## src/rtl/cpu_pkg.sv

```systemverilog
// Shared encodings for the decode/sequencing stage: opcodes, datapath select
// codes, condition codes and the sequencing FSM state type.
package cpu_pkg;

  // instr[27:26]
  localparam logic [1:0] OP_DP    = 2'b00;
  localparam logic [1:0] OP_MEM   = 2'b01;
  localparam logic [1:0] OP_BR    = 2'b10;
  localparam logic [1:0] OP_UNDEF = 2'b11;

  // Data-processing command field, funct[4:1]
  localparam logic [3:0] CMD_AND = 4'b0000;
  localparam logic [3:0] CMD_SUB = 4'b0010;
  localparam logic [3:0] CMD_ADD = 4'b0100;
  localparam logic [3:0] CMD_CMP = 4'b1010;
  localparam logic [3:0] CMD_ORR = 4'b1100;

  // alu_control
  localparam logic [1:0] ALU_ADD = 2'b00;
  localparam logic [1:0] ALU_SUB = 2'b01;
  localparam logic [1:0] ALU_AND = 2'b10;
  localparam logic [1:0] ALU_ORR = 2'b11;

  // imm_src
  localparam logic [1:0] IMM_8   = 2'b00;
  localparam logic [1:0] IMM_12  = 2'b01;
  localparam logic [1:0] IMM_BR  = 2'b10;

  // reg_src: bit0 -> R15 on read port 1, bit1 -> rd on read port 2
  localparam logic [1:0] RSRC_NONE = 2'b00;
  localparam logic [1:0] RSRC_PC   = 2'b01;
  localparam logic [1:0] RSRC_RD   = 2'b10;

  // Condition codes, instr[31:28]
  localparam logic [3:0] COND_EQ = 4'b0000;
  localparam logic [3:0] COND_NE = 4'b0001;
  localparam logic [3:0] COND_CS = 4'b0010;
  localparam logic [3:0] COND_CC = 4'b0011;
  localparam logic [3:0] COND_MI = 4'b0100;
  localparam logic [3:0] COND_PL = 4'b0101;
  localparam logic [3:0] COND_VS = 4'b0110;
  localparam logic [3:0] COND_VC = 4'b0111;
  localparam logic [3:0] COND_HI = 4'b1000;
  localparam logic [3:0] COND_LS = 4'b1001;
  localparam logic [3:0] COND_GE = 4'b1010;
  localparam logic [3:0] COND_LT = 4'b1011;
  localparam logic [3:0] COND_GT = 4'b1100;
  localparam logic [3:0] COND_LE = 4'b1101;
  localparam logic [3:0] COND_AL = 4'b1110;
  localparam logic [3:0] COND_NV = 4'b1111;

  // Sequencing FSM
  typedef enum logic {
    S_EXEC = 1'b0,
    S_WAIT = 1'b1
  } state_t;

endpackage

```

## src/rtl/cond_check.sv

```systemverilog
// Combinational ARM condition-code evaluation against the NZCV flags.
module cond_check
  import cpu_pkg::*;
(
  input  logic [3:0] cond,
  input  logic [3:0] flags,
  output logic       cond_ex
);

  logic n, z, c, v;
  assign {n, z, c, v} = flags;

  // Evaluate the condition field; 1111 never executes
  always_comb begin
    cond_ex = 1'b0;
    unique case (cond)
      COND_EQ: cond_ex = z;
      COND_NE: cond_ex = ~z;
      COND_CS: cond_ex = c;
      COND_CC: cond_ex = ~c;
      COND_MI: cond_ex = n;
      COND_PL: cond_ex = ~n;
      COND_VS: cond_ex = v;
      COND_VC: cond_ex = ~v;
      COND_HI: cond_ex = c & ~z;
      COND_LS: cond_ex = ~c | z;
      COND_GE: cond_ex = (n == v);
      COND_LT: cond_ex = (n != v);
      COND_GT: cond_ex = ~z & (n == v);
      COND_LE: cond_ex = z | (n != v);
      COND_AL: cond_ex = 1'b1;
      COND_NV: cond_ex = 1'b0;
      default: cond_ex = 1'b0;
    endcase
  end

endmodule

```

## src/rtl/control_unit.sv

```systemverilog
// Instruction decode and sequencing for the single-cycle datapath: decodes the
// instruction fields, gates strobes by the condition code, keeps the NZCV
// flags, and stalls the PC on loads/stores until memory acks or times out.
module control_unit
  import cpu_pkg::*;
#(
  parameter int MEM_TIMEOUT = 16
) (
  input  logic       clk,
  input  logic       reset,
  input  logic [3:0] cond,
  input  logic [1:0] op,
  input  logic [5:0] funct,
  input  logic [3:0] rd,
  input  logic [3:0] alu_flags,
  input  logic       mem_ack,
  output logic       pc_en,
  output logic       pc_src,
  output logic       reg_write,
  output logic       mem_to_reg,
  output logic       mem_write,
  output logic       alu_src,
  output logic       branch,
  output logic [1:0] alu_control,
  output logic [1:0] imm_src,
  output logic [1:0] reg_src,
  output logic       mem_req,
  output logic [3:0] flags,
  output logic       mem_err,
  output logic       undef
);

  localparam int CNT_W = (MEM_TIMEOUT < 1) ? 1 : $clog2(MEM_TIMEOUT + 1);
  localparam logic [CNT_W-1:0] CNT_MAX = CNT_W'(MEM_TIMEOUT);

  state_t           state, state_nxt;
  logic [CNT_W-1:0] wcnt, wcnt_nxt;
  logic             cond_ex;

  // Decoded intent, before condition gating and sequencing
  logic       dp_write;
  logic       dp_arith;
  logic       is_dp, is_mem, is_ldr, is_str;
  logic       flag_upd;

  cond_check u_cond_check (
    .cond    (cond),
    .flags   (flags),
    .cond_ex (cond_ex)
  );

  assign is_dp  = (op == OP_DP);
  assign is_mem = (op == OP_MEM);
  assign is_ldr = is_mem & funct[0];
  assign is_str = is_mem & ~funct[0];

  // Static field decode: datapath selects and ALU operation
  always_comb begin
    alu_src     = 1'b0;
    imm_src     = IMM_8;
    reg_src     = RSRC_NONE;
    alu_control = ALU_ADD;
    branch      = 1'b0;
    mem_to_reg  = 1'b0;
    dp_write    = 1'b0;
    dp_arith    = 1'b0;
    unique case (op)
      OP_DP: begin
        alu_src = funct[5];
        unique case (funct[4:1])
          CMD_ADD: begin alu_control = ALU_ADD; dp_write = 1'b1; dp_arith = 1'b1; end
          CMD_SUB: begin alu_control = ALU_SUB; dp_write = 1'b1; dp_arith = 1'b1; end
          CMD_AND: begin alu_control = ALU_AND; dp_write = 1'b1; end
          CMD_ORR: begin alu_control = ALU_ORR; dp_write = 1'b1; end
          CMD_CMP: begin alu_control = ALU_SUB; dp_arith = 1'b1; end
          default: alu_control = ALU_ADD;
        endcase
      end
      OP_MEM: begin
        alu_src    = 1'b1;
        imm_src    = IMM_12;
        reg_src    = funct[0] ? RSRC_NONE : RSRC_RD;
        mem_to_reg = funct[0];
      end
      OP_BR: begin
        branch  = 1'b1;
        alu_src = 1'b1;
        imm_src = IMM_BR;
        reg_src = RSRC_PC;
      end
      default: ;
    endcase
  end

  // Sequencing FSM: next state, wait counter and gated strobes
  always_comb begin
    state_nxt = state;
    wcnt_nxt  = wcnt;
    pc_en     = 1'b0;
    reg_write = 1'b0;
    mem_write = 1'b0;
    mem_req   = 1'b0;
    mem_err   = 1'b0;
    undef     = 1'b0;
    flag_upd  = 1'b0;
    unique case (state)
      S_EXEC: begin
        undef = (op == OP_UNDEF);
        if (is_mem && cond_ex) begin
          mem_req   = 1'b1;
          mem_write = is_str;
          if (mem_ack) begin
            pc_en     = 1'b1;
            reg_write = is_ldr;
          end else begin
            state_nxt = S_WAIT;
            wcnt_nxt  = CNT_W'(1);
          end
        end else begin
          pc_en     = 1'b1;
          reg_write = is_dp & dp_write & cond_ex;
          flag_upd  = is_dp & funct[0] & cond_ex;
        end
      end
      S_WAIT: begin
        mem_req   = 1'b1;
        mem_write = is_str;
        if (mem_ack) begin
          pc_en     = 1'b1;
          reg_write = is_ldr;
          state_nxt = S_EXEC;
          wcnt_nxt  = '0;
        end else if (wcnt == CNT_MAX) begin
          mem_err   = 1'b1;
          pc_en     = 1'b1;
          state_nxt = S_EXEC;
          wcnt_nxt  = '0;
        end else begin
          wcnt_nxt  = wcnt + CNT_W'(1);
        end
      end
      default: state_nxt = S_EXEC;
    endcase
    if (reset) begin
      pc_en     = 1'b0;
      reg_write = 1'b0;
      mem_write = 1'b0;
      mem_req   = 1'b0;
      mem_err   = 1'b0;
      undef     = 1'b0;
      flag_upd  = 1'b0;
    end
  end

  // PC redirect on taken branch or a write to R15 (reg_write already cond-gated)
  assign pc_src = cond_ex & (branch | (reg_write & (rd == 4'd15)));

  // State and wait-counter registers
  always_ff @(posedge clk) begin
    if (reset) begin
      state <= S_EXEC;
      wcnt  <= '0;
    end else begin
      state <= state_nxt;
      wcnt  <= wcnt_nxt;
    end
  end

  // NZCV register: N,Z on any flag-setting op, C,V only for ADD/SUB/CMP
  always_ff @(posedge clk) begin
    if (reset) begin
      flags <= 4'b0000;
    end else if (flag_upd) begin
      flags[3:2] <= alu_flags[3:2];
      if (dp_arith) flags[1:0] <= alu_flags[1:0];
    end
  end

endmodule

```

## config.mk

```make
export PLATFORM = sky130hd
export DESIGN_NAME = control_unit
export DESIGN_NICKNAME = d
export VERILOG_FILES = /design/src/rtl/cpu_pkg.sv /design/src/rtl/cond_check.sv /design/src/rtl/control_unit.sv
export SDC_FILE = /design/constraint.sdc
export NUM_CORES = 1
export LEC_CHECK = 0
export CAP_MARGIN = 20
export CORE_ASPECT_RATIO = 1.5
export CORE_MARGIN = 2
export CORE_UTILIZATION = 42
export DETAILED_ROUTE_END_ITERATION = 12
export GPL_TIMING_DRIVEN = 0
export PLACE_DENSITY = 0.79
export SLEW_MARGIN = 5
export SYNTH_ARGS = -nofsm -noshare
export SYNTH_HDL_FRONTEND = slang
export SYNTH_SLANG_ARGS = --single-unit
```

## constraint.sdc

```tcl
create_clock -name clk -period 2.2 [get_ports clk]
set_input_delay 0.44 -clock clk [delete_from_list [all_inputs] [get_ports clk]]
set_output_delay 0.44 -clock clk [all_outputs]
set_load 0.005 [all_outputs]
```

# After elaboration in Yosys (flattened, before gate mapping)

Index checks and enable logic that the tools add are counted.

Output and inout port bits: 20
Register bits: 10

Add/subtract/negate cells: 1
Equal/unequal tests: 28
Reductions and logical operators: 10
Bitwise operators: 19
Multiplexer cells: 47

Operator list:

| operator                                             | count |
|---|---|
| equality test 4 bit (second input constant)          | 11 |
| two-way mux 1 bit                                    | 30 |
| equality test 4 x 3 -> 1 bit (second input constant) | 5 |
| two-way mux 5 bit                                    | 4 |
| one-hot mux 1 bit (16 select lines)                  | 1 |
| equality test 4 x 2 -> 1 bit (second input constant) | 3 |
| one-hot mux 1 bit (2 select lines)                   | 6 |
| AND 1 bit                                            | 10 |
| one-hot mux 5 bit (2 select lines)                   | 1 |
| logical NOT 4 bit                                    | 2 |
| one-hot mux 2 bit (2 select lines)                   | 2 |
| NOT 1 bit                                            | 6 |
| one-hot mux 2 bit (3 select lines)                   | 1 |
| adder 5 x 1 -> 5 bit (second input constant)         | 1 |
| equality test 5 bit (second input constant)          | 1 |
| equality test 2 bit (second input constant)          | 2 |
| equality test 4 x 1 -> 1 bit (second input constant) | 1 |
| two-way mux 2 bit                                    | 2 |
| != test 2 bit (second input constant)                | 2 |
| AND reduction 2 bit                                  | 2 |
| OR reduction 2 bit                                   | 2 |
| OR reduction 4 bit                                   | 1 |
| OR 1 bit                                             | 3 |
| OR reduction 3 bit                                   | 1 |
| other kinds (5)                                      | 5 |

# Logic depth before layout (Yosys ltp)

Depth in word-level cells: 12
Mapped depth: 8
Depth with buffers taken out: 8

# Hierarchy

Synthesis repeated with hierarchy kept, for this count alone.

Cell total of the unflattened synthesis: 123
Area, all modules: 991.0 µm²

Modules (own cells, without submodules):

| module       | area an instance (µm²) | times used | cells each |
|---|---|---|---|
| control_unit | 835.8                  | 1          | 100 |
| cond_check   | 155.1                  | 1          | 23 |

# Worst setup path after synthesis

No wires, ideal clock.

Path type: in2out
Start point: input port cond[2]
End point: output port mem_req
Path slack: 0.131 ns
Stages: 7
Data arrival time: 1.629 ns
Data required time: 1.760 ns
Path through: buf_6 and2_1 or3_1 o211ai_2 nand2_1 a21o_4 nor2b_1

Longest elaborated chain between the ends: 6
Elaborated cells between the ends (all ways): 21
Classes of those cells: eq/ne (15); mux (4); reduce/logical (2)

RTL lines:

| item                                              | RTL line            | RTL |
|---|---|---|
| start: declaration                                | control_unit.sv:11  | `input logic [3:0] cond,` |
| equality test 4 bit, or another cell as far along | cond_check.sv:16    | `unique case (cond)` |
| one-hot mux 1 bit (16 select lines) *             | cond_check.sv:16    |  |
| logical AND 1 bit *                               | control_unit.sv:109 | `if (is_mem && cond_ex) begin` |
| two-way mux 1 bit *                               | control_unit.sv:109 |  |
| one-hot mux 1 bit (2 select lines) *              | control_unit.sv:106 | `unique case (state)` |
| two-way mux 1 bit *                               | control_unit.sv:144 | `if (reset) begin` |
| end: declaration                                  | control_unit.sv:27  | `output logic mem_req,` |

Mark *: on every way between the ends. The rest lies on a longest branch, timed or not.

# Worst setup path in the final report

Ends and elaborated chain as after synthesis.

==> metrics.md <==
| Metric | Value |
|---|---|
| DRT antenna net count | `0` |
| Cts bufs inserted | `3` |
| Post-Syn Area | `0.00103 mm²` |
| Top-area cell type share of the netlist area | `0.195` |
| First-pass GRT wire length | `6040 µm` |
| Met2 usage | `0.544` |
| Synth area leaders | `dfxtp_1 20%, ha_1 9.8%, nand2b_1 8.5%, mux2i_1 4.9%, nor2_1 4.4%` |
| Starting Density | `0.449` |
| Clock Pin Slew Worst Setup and Hold Paths | `0.06 ns` |
| Vias in the first global route | `1325` |
| Commonest non-fill, non-tap cell in the layout | `clkdlybuf4s50_1` |
| Synthesized Nets | `155` |
| Worst Clk Skew | `0.0102 ns` |
| Status | `finished, violations left` |
| DR vias/cell | `5.76` |
| Netlist cell types | `44` |
| Max Cap Viol | `0` |
| H-tree depth | `1` |
| Fillers | `148` |
| Clk sink count | `10` |
| Seq/Total Area, Yosys | `0.195` |
| Rel. slew slack | `0.773` |
| FF+latch count, synth | `10` |
| Most frequent cells in the layout | `24 x clkdlybuf4s50_1, 18 x buf_4, 12 x nand2b_1` |
| Element type at the critical path end | `output port` |
| Residual DRC count | `0` |
| Sequential cell area | `211 µm²` |
| Layout overhead on the synthesized area | `79.4%` |
| Largest net degree at the start of global routing | `11` |
| Fin. Hold Viols | `0` |
| Crit start category | `primary input` |
| GR Layer Usage met1 | `0.288` |
| Max rail drop VDD | `0.226 mV` |
| Worst Setup Path Type | `primary input to output port` |
| Die W | `44.4 µm` |
| Multi-input logic area | `893 µm²` |
| DPL Wire Length | `2140 µm` |
| Full die area | `0.00286 mm²` |
| Crit Path Max Fanout | `8` |
| Peak Freq | `421 MHz` |
| Initial antenna violation count | `0` |
| Syn avg cell area | `8.27 µm²` |
| Yosys warning count | `0` |
| Final worst path period share | `1.08` |
| Maximum clock insertion buffer count | `2` |
| Leakage | `0.772 nW` |
| Hold-fix buffers at CTS | `0` |
| Failing checks | `negative setup slack` |
| Endpoints failing setup | `7` |
| Power density over the cells | `323 mW/mm²` |
| Hold WC Path Type | `flop to flop` |
| Post-Route WL | `3610 µm` |
| Minimum clock period | `2.37 ns` |
| # diodes | `0` |
| Crit path required time | `1.76 ns` |
| CTS tree | `built` |
| Fin. max-slew vios | `0` |
| CP arrival | `1.93 ns` |
| Overall Global Routing Usage | `0.283` |
| Share of cells above drive strength 1 | `0.403` |
| Design Area, Final | `0.00184 mm²` |
| Worst slew pin tran | `0.340 ns` |
| Worst skew pair latency | `0.27 ns` |
| Mapped Cells | `124` |
| GRT Residual Overflow | `0` |
| Avg WL per Cell | `16.9 µm` |
| Final Instance Count excl. Fillers | `214` |
| Via count | `1233` |
| Met3 usage | `0.0418` |
| Nets | `223` |
| Gr busiest metal | `met2` |
| CORE AREA | `0.00229 mm²` |
| Root Driver | `clkbuf_4` |
| Placer congestion estimate | `0.844` |
| Placed instance area | `0.00147 mm²` |
| Unrepaired setup endpoints after global routing | `true` |
| Placed instance count | `188` |
| Drt pass-1 iters | `4` |
| IO Port Bufs | `41` |
| Utilization after layout | `0.805` |
| Rows | `21` |
| PnR worst setup slack | `-0.175 ns` |
| Die height | `64.5 µm` |
| Drt initial violations | `24` |
| I/O pins | `43` |
| Yosys top cell by area | `dfxtp_1` |
## cell type report
cell class              count  area share
inverters                   8      0.0177
flip-flops and latches     10       0.115
plain buffers               6      0.0320
clock buffers               4      0.0197
multi-input cells         100       0.485
well taps                  23      0.0156
repair buffers             63       0.315
## worst paths after layout
path / startpoint / end / slack [ns] / depth (start not counted)
setup / recovery: cond[2] / mem_req / -0.17 / 9
setup reg to reg: flags[0] / wcnt[0] / -0.14 / 13
hold / removal: flags[3] / flags[3] / 0.53 / 2
hold reg to reg: flags[3] / flags[3] / 0.53 / 2
## timing repair
action                     4_1_cts  5_1_grt
setup buffers                   23        1
pin swaps                       14        6
gates resized for setup         77       16
setup endpoints to repair       15       10
## report_power, final
| group | internal, mW | switching (mW) | leakage, nW |
|---|---|---|---|
| Combinational | 0.137 | 0.104 | 0.668 |
| Clock | 0.101 | 0.0675 | 0.0210 |
| Sequential | 0.182 | 0.00427 | 0.0838 |
| Total | 0.419 | 0.176 | 0.772 |
## metrics by stage
step / hold WS (ns) / setup TNS, ns / power [mW] / setup slack (ns)
finish: 0.526 / -0.857 / 0.595 / -0.175
global route: 0.550 / -1.57 / 0.628 / -0.295
CTS: 0.524 / -0.653 / 0.575 / -0.158
detailed placement: 0.535 / -9.26 / 0.361 / -0.977
global placement: 0.519 / -8.06 / 0.357 / -0.897
floorplan: 0.497 / 0 / 0.272 / 0.131
## Yosys cell counts
cell	instances
a221oi_2	1
and4_4	2
o2bb2ai_1	1
a211o_1	2
nor4_1	1
clkbuf_1	3
nand2_1	6
or3_1	1
o21ai_0	3
nand2b_1	14
a311oi_4	1
mux2_4	1
nand3_1	2
or2_2	1
nor4b_1	1
nor2b_1	2
buf_6	1
o211ai_1	1
a21o_4	1
xor2_1	2
a21oi_1	7
nor4bb_1	1
o31ai_1	1
and3_1	1
nor3b_1	1
nor3_1	2
ha_1	8
mux2i_1	5
o21a_1	2
a21oi_2	1
nor2_1	12
a211oi_2	3
inv_1	8
buf_4	2
and2_1	2
dfxtp_1	10
o221ai_1	1
a41oi_1	2
nand3b_1	3
o311a_1	1
nand4_1	1
a21boi_0	1
o211ai_2	1
a22oi_1	1
## per-layer routing
metal  vias up  part of all wire
met4         0             0.024
met3        10             0.043
li1        581                 -
met1       596              0.37
met2        46              0.56
met5         -                 0
## sequential cells by signal (all words and copies together), names as in the netlist
register,flops
wcnt,5
flags,4
state,1
## critical path: stages
cell,delay (ns)
buf_6,0.12
and2_4,0.15
or3_1,0.35
o211ai_2,0.22
buf_4,0.14
nand2_1,0.06
a21o_4,0.21
nor2b_4,0.12
buf_6,0.11
## kinds of logic after synthesis
group	share of synthesized area
multiplexers	0.0634
flip-flops	0.195
XOR/XNOR	0.0171
AND/OR/NAND/NOR	0.295
buffers and inverters	0.0658
AO/OA/AOI/OAI	0.266
adder cells (fa/ha/maj)	0.0976
Power figures use the tool's default switching activity.
